===== src/rtl/restoring_divider_4b.sv =====
// Multi-cycle unsigned restoring divider with a start/busy/done handshake.
// Produces one quotient bit per clock; results are held until the next accepted start.
module restoring_divider_4b #(
    parameter int WIDTH = 4
) (
    input  logic             clk,
    input  logic             rst_n,
    input  logic             start,
    input  logic [WIDTH-1:0] dividend,
    input  logic [WIDTH-1:0] divisor,
    output logic             busy,
    output logic             done,
    output logic [WIDTH-1:0] quotient,
    output logic [WIDTH-1:0] remainder,
    output logic             div_by_zero
);

    localparam int CNT_W = $clog2(WIDTH + 1);

    typedef enum logic [1:0] {
        IDLE = 2'd0,
        CALC = 2'd1,
        FIN  = 2'd2
    } state_t;

    state_t           state_q, state_d;
    logic [WIDTH:0]   part_rem_q, part_rem_d;
    logic [WIDTH-1:0] part_quo_q, part_quo_d;
    logic [WIDTH-1:0] dvs_q, dvs_d;
    logic [CNT_W-1:0] cnt_q, cnt_d;
    logic [WIDTH-1:0] quot_q, quot_d;
    logic [WIDTH-1:0] rem_q, rem_d;
    logic             dbz_q, dbz_d;

    logic [WIDTH:0]   shift_rem;
    logic [WIDTH-1:0] shift_quo;
    logic [WIDTH:0]   trial;
    logic [WIDTH:0]   step_rem;
    logic [WIDTH-1:0] step_quo;

    // Two's-complement subtraction a - {0,b}; bit WIDTH of the result is the borrow.
    function automatic logic [WIDTH:0] trial_sub(input logic [WIDTH:0]   a,
                                                 input logic [WIDTH-1:0] b);
        return a + ~{1'b0, b} + {{WIDTH{1'b0}}, 1'b1};
    endfunction

    always_comb begin
        shift_rem = {part_rem_q[WIDTH-1:0], part_quo_q[WIDTH-1]};
        shift_quo = {part_quo_q[WIDTH-2:0], 1'b0};
        trial     = trial_sub(shift_rem, dvs_q);
        if (trial[WIDTH] == 1'b0) begin
            step_rem = trial;
            step_quo = {shift_quo[WIDTH-1:1], 1'b1};
        end else begin
            step_rem = shift_rem;
            step_quo = shift_quo;
        end
    end

    always_comb begin
        state_d    = state_q;
        part_rem_d = part_rem_q;
        part_quo_d = part_quo_q;
        dvs_d      = dvs_q;
        cnt_d      = cnt_q;
        quot_d     = quot_q;
        rem_d      = rem_q;
        dbz_d      = dbz_q;

        case (state_q)
            IDLE, FIN: begin
                state_d = IDLE;
                if (start) begin
                    if (divisor != '0) begin
                        dvs_d      = divisor;
                        part_rem_d = '0;
                        part_quo_d = dividend;
                        cnt_d      = CNT_W'(WIDTH);
                        state_d    = CALC;
                    end else begin
                        quot_d  = '1;
                        rem_d   = dividend;
                        dbz_d   = 1'b1;
                        state_d = FIN;
                    end
                end
            end
            CALC: begin
                part_rem_d = step_rem;
                part_quo_d = step_quo;
                cnt_d      = cnt_q - CNT_W'(1);
                // Results are published only on the final iteration.
                if (cnt_q == CNT_W'(1)) begin
                    quot_d  = step_quo;
                    rem_d   = step_rem[WIDTH-1:0];
                    dbz_d   = 1'b0;
                    state_d = FIN;
                end
            end
            default: state_d = IDLE;
        endcase
    end

    always_ff @(posedge clk) begin
        if (!rst_n) begin
            state_q    <= IDLE;
            part_rem_q <= '0;
            part_quo_q <= '0;
            dvs_q      <= '0;
            cnt_q      <= '0;
            quot_q     <= '0;
            rem_q      <= '0;
            dbz_q      <= 1'b0;
        end else begin
            state_q    <= state_d;
            part_rem_q <= part_rem_d;
            part_quo_q <= part_quo_d;
            dvs_q      <= dvs_d;
            cnt_q      <= cnt_d;
            quot_q     <= quot_d;
            rem_q      <= rem_d;
            dbz_q      <= dbz_d;
        end
    end

    assign busy        = (state_q == CALC);
    assign done        = (state_q == FIN);
    assign quotient    = quot_q;
    assign remainder   = rem_q;
    assign div_by_zero = dbz_q;

endmodule


===== config.mk =====
export PLATFORM = sky130hd
export DESIGN_NAME = restoring_divider_4b
export DESIGN_NICKNAME = d
export VERILOG_FILES = /design/src/rtl/restoring_divider_4b.sv
export SDC_FILE = /design/constraint.sdc
export NUM_CORES = 1
export LEC_CHECK = 0
export CAP_MARGIN = 15
export CELL_PAD_IN_SITES_DETAIL_PLACEMENT = 1
export CELL_PAD_IN_SITES_GLOBAL_PLACEMENT = 2
export CORE_MARGIN = 3
export CORE_UTILIZATION = 31
export DETAILED_ROUTE_END_ITERATION = 10
export GPL_TIMING_DRIVEN = 1
export PLACE_DENSITY_LB_ADDON = 0.1
export SETUP_SLACK_MARGIN = 0.5
export SLEW_MARGIN = 20
export SYNTH_ARGS = -nofsm -noshare
export SYNTH_HDL_FRONTEND = slang
export SYNTH_SLANG_ARGS = --single-unit

===== constraint.sdc =====
create_clock -name clk -period 2.45 [get_ports clk]
set_input_delay 0.245 -clock clk [delete_from_list [all_inputs] [get_ports clk]]
set_output_delay 0.245 -clock clk [all_outputs]
set_load 0.05 [all_outputs]

-- Word-level counts from Yosys, hierarchy flattened
Cells that the tools add are included.
Widths: inputs -> output; s select.
- register bits: 26
- memories kept: 0
- output and inout port bits: 11
- latch bits: 0
- memory bits (read-only): 0
- RAM bits: 0
- equal/unequal tests: 7
- order comparisons: 0
- mux-type cells: 27
- bitwise logic cells: 1
- reductions and logical operators: 7
- div/mod/pow operators: 0
- multiply operators: 0
- shift-type cells: 0
- add/sub/neg operators: 3
- operator list (kind ; count):
    $mux 4 ; 11
    $pmux 4 s2 ; 4
    $mux 2 ; 3
    $mux 3 ; 2
    $ne 2x2->1 const B ; 3
    $pmux 3 s2 ; 1
    $reduce_and 3->1 ; 2
    $add 5x1->5 const B ; 1
    $add 5x5->5 ; 1
    $not 4->5 ; 1
    $mux 1 ; 4
    $pmux 2 s2 ; 1
    $reduce_and 4->1 ; 1
    $reduce_bool 4->1 ; 1
    $eq 3x1->1 const B ; 1
    $sub 3x1->3 const B ; 1
    $eq 2x1->1 const B ; 1
    $eq 2x2->1 const B ; 1
    $logic_not 2->1 ; 1
    $ne 2x1->1 const B ; 1
    $pmux 1 s2 ; 1
    $reduce_bool 2->1 ; 1
    $reduce_or 2->1 ; 1

-- Logic depth before layout (Yosys ltp)
- word-level depth: 6
- mapped depth: 8
- gate-level depth less buffers: 8

-- Least setup slack after synthesis
No wires, ideal clock.
- kind: register to register
- start: reg part_quo_q[3]
- end: reg rem_q[2] (netlist: remainder[2])
- setup time: 74 ps
- required time: 2376 ps
- slack: 399 ps
- stages on the path, launching flop included: 9
- arrival time: 1977 ps
- cell sequence: dfxtp_1 > inv_1 > ha_1 > fa_1 > nand2b_4 > a21oi_4 > xor2_4 > mux2_1 > a31oi_1
- cells in the longest elaborated chain, start to end: 5
- RTL lines (what ; RTL line ; text):
    from (decl) ; 28 ; logic [WIDTH-1:0] part_quo_q, part_quo_d;
    from (signal assigned) ; 117 ; part_quo_q <= part_quo_d;
    $add 5x5->5 ; 44 ; return a + ~{1'b0, b} + {{WIDTH{1'b0}}, 1'b1};
    $add 5x1->5 ; 44 ;
    $mux 4 ; 51 ; if (trial[WIDTH] == 1'b0) begin
    $mux 4 ; 93 ; if (cnt_q == CNT_W'(1)) begin
    $pmux 4 s2 ; 70 ; case (state_q)
    to (signal assigned) ; 121 ; rem_q <= rem_d;
    to (decl) ; 32 ; logic [WIDTH-1:0] rem_q, rem_d;
No other way between the ends. The select of a mux whose other input is x is not followed.
A chain may end at the register's enable or synchronous reset.

-- Worst setup path in the final report
Same ends and word-level chain as after synthesis.

==> results.cfg <==
[yosys]
syn_inst = 144
synth.top_cell.area_share_pct = 40.9
synth_nets = 162
ys_seq_area_share_pct = 40.9
synth_most_common_cell = dfxtp_1
synth.distinct_cells = 34
synth-async-reset-ratio_pct = 0
syn-cell-area_um2 = 1270
yosys.area.top_type = dfxtp_1
synth-edff-count = 0
synth_area_leaders = dfxtp_1 (41%), nand2_1 (6.8%), ha_1 (5.9%)
ys.warnings.count = 0
synth_seq_cells = 26
synth.avg_cell_area_um2 = 8.83
synth_common_cells = dfxtp_1 (26), nand2_1 (23), nor2_1 (20)
synth_ff_type = dfxtp_1

[clock_tree]
clockBufferDepth = 2
root_buffer = clkbuf_8
ctsHoldBuffers = 0
numCtsBuffers = 3
clk_pin_slew_ns = 0.10
clk_latency_ns = 0.28
clock_sinks = 26
h-tree-depth = 1
cts_tree = done

[timing]
finalHoldViolations = 0
setup_viol = 0
worst_pin_slew_ns = 0.497
grt_setup_unrepaired = yes
drv_slew = 0
period_needed_ns = 2.06
fin_worst_skew_ns = 0.00568
max_slew_margin_pct = 66.7
timing.fmax_ghz = 0.485
period_share_pct = 84.2
worst_slack_ns = 0.387
whs_ns = 0.471
fin_tns_setup_ns = 0

[critical_path]
worst-path-max-fanout = 6
r2r_cells = 8
end_kind = flip-flop
crit_required_ns = 2.66
crit_type = reg2reg
critPathLaunchType = flip-flop
arrival_ns = 2.27

[global_route]
overflow = 0
track_usage_pct = 14.3
grt_pass1_wl_mm = 5.60
antenna_found_initial = 0
grt_max_degree = 20
grt_pass1_vias = 1153

[placement]
finalWeightedCongestion = 0.772
pre_cts_ws_ns = 0.324
hpwl_mm = 2.48
portBuffers = 21

[cells_and_area]
postLayoutCoreUtil_pct = 43.5
fin_nets = 189
drive_above_1_share_pct = 17.6
area_growth_pct = 30.1
n_antenna_cell = 0

[power]
p_total_mw = 1.13
power.static_leakage_nw = 0.637
irDropWorstVdd_mv = 0.232
power_density_nw_per_um2 = 683

[routing]
viasPerCell = 5.17
first_pass_iters = 4
first_iter_violations = 68
drt-total-wl_mm = 3.37
drc_errors = 0
vias = 1127
detail-route-antenna-nets = 0
wl_per_cell_um = 15.4

[floorplanning]
fp.dieW_um = 70.0
dieArea_um2 = 4900
placeableCoreArea_um2 = 3800
io_pins = 22
die_height_um = 70.0
start_util_pct = 33.5
row_count = 22

[run]
maxCapViolations = 0

[min_path]
hp-class = reg2reg
min_path_cells = 2

[status]
outcome = completed
[power by group]
part / leakage, nW / total (mW) / switching, mW / internal (mW)
registers: 0.213 / 0.478 / 0.0244 / 0.454
clock network: 0.0357 / 0.365 / 0.146 / 0.219
logic: 0.388 / 0.286 / 0.161 / 0.125
total: 0.637 / 1.13 / 0.331 / 0.798
[state kept, by name, summed over array words and instances (netlist names)]
register / flops
cnt_q: 3
div_by_zero: 1
dvs_q: 4
part_quo_q: 4
part_rem_q: 4
quotient: 4
remainder: 4
state_q: 2
[worst paths after layout]
| kind | slack, ns | to | startpoint |
|---|---|---|---|
| hold / removal | 0.47 | div_by_zero | div_by_zero |
| hold reg to reg | 0.47 | div_by_zero | div_by_zero |
| setup reg to reg | 0.39 | remainder[2] | part_quo_q[3] |
| setup / recovery | 0.39 | remainder[2] | part_quo_q[3] |
[logic make-up (layout without fill, tap and decap cells)]
family | after synthesis | in the layout | share of synthesized area, %
xor gates and xnor gates | 2 | 2 | 2.85
muxes | 3 | 3 | 2.46
adders and majority gates | 7 | 7 | 7.48
and+or+nand+nor | 57 | 57 | 21.5
DFF | 26 | 26 | 40.9
AOI/OAI and AO/OA | 34 | 34 | 19.5
buffers and inverters | 15 | 41 | 5.31
[cell usage in the layout (no fill, tap or decap), types with 2 or more instances in the layout]
master and count:
o21ai_0 4, inv_2 2, a22oi_1 4, ha_1 5, nand2b_1 4, buf_4 7
clkbuf_8 3, nand2_1 23, nor2b_1 2, dfxtp_1 25, a31oi_1 5, clkdlybuf4s50_1 20
o221a_2 4, a311oi_1 3, inv_1 6, a21oi_1 11, nor2_1 20
[repair_timing]
action,4_1_cts,5_1_grt
gates resized for setup,4,1
setup endpoints to repair,9,9
buffers inserted,3,2
cloned,0,0
pin swaps,3,1
[metal layers]
layer | vias to the layer above | share of wire (%) | global-route usage [%] | wire [um]
met3 | 2 | 5.0 | 2.88 | 167
met2 | 27 | 50 | 25.4 | 1680
met5 | - | 0 | 0 | 0
met4 | 0 | 0.56 | 2.55 | 19
li1 | 547 | - | - | -
met1 | 551 | 45 | 17.9 | 1500
[cell type report]
cell class              count  area, um^2
fillers                   441        2140
multi-input cells         103         706
inverters                   9        33.8
clock buffers               3        41.3
flip-flops and latches     26         522
clock inverters             1        30.0
well taps                  48        60.1
repair buffers             28         262
[through the flow]
stage,cells,cell area [um^2]
after floorplan,144,1280
after global placement,209,1530
after detailed placement,209,1530
after CTS,216,1640
after global routing,218,1650
final,218,1650
[critical path, stage by stage, from the launching register on]
cell and delay, ns:
dfxtp_2 0.35, inv_2 0.06, ha_4 0.16, fa_2 0.33, nand2b_4 0.16, a21oi_4 0.17, xor2_4 0.27, mux2_4 0.33
a31oi_1 0.16
No activity file was read; power rests on OpenSTA's default activity.
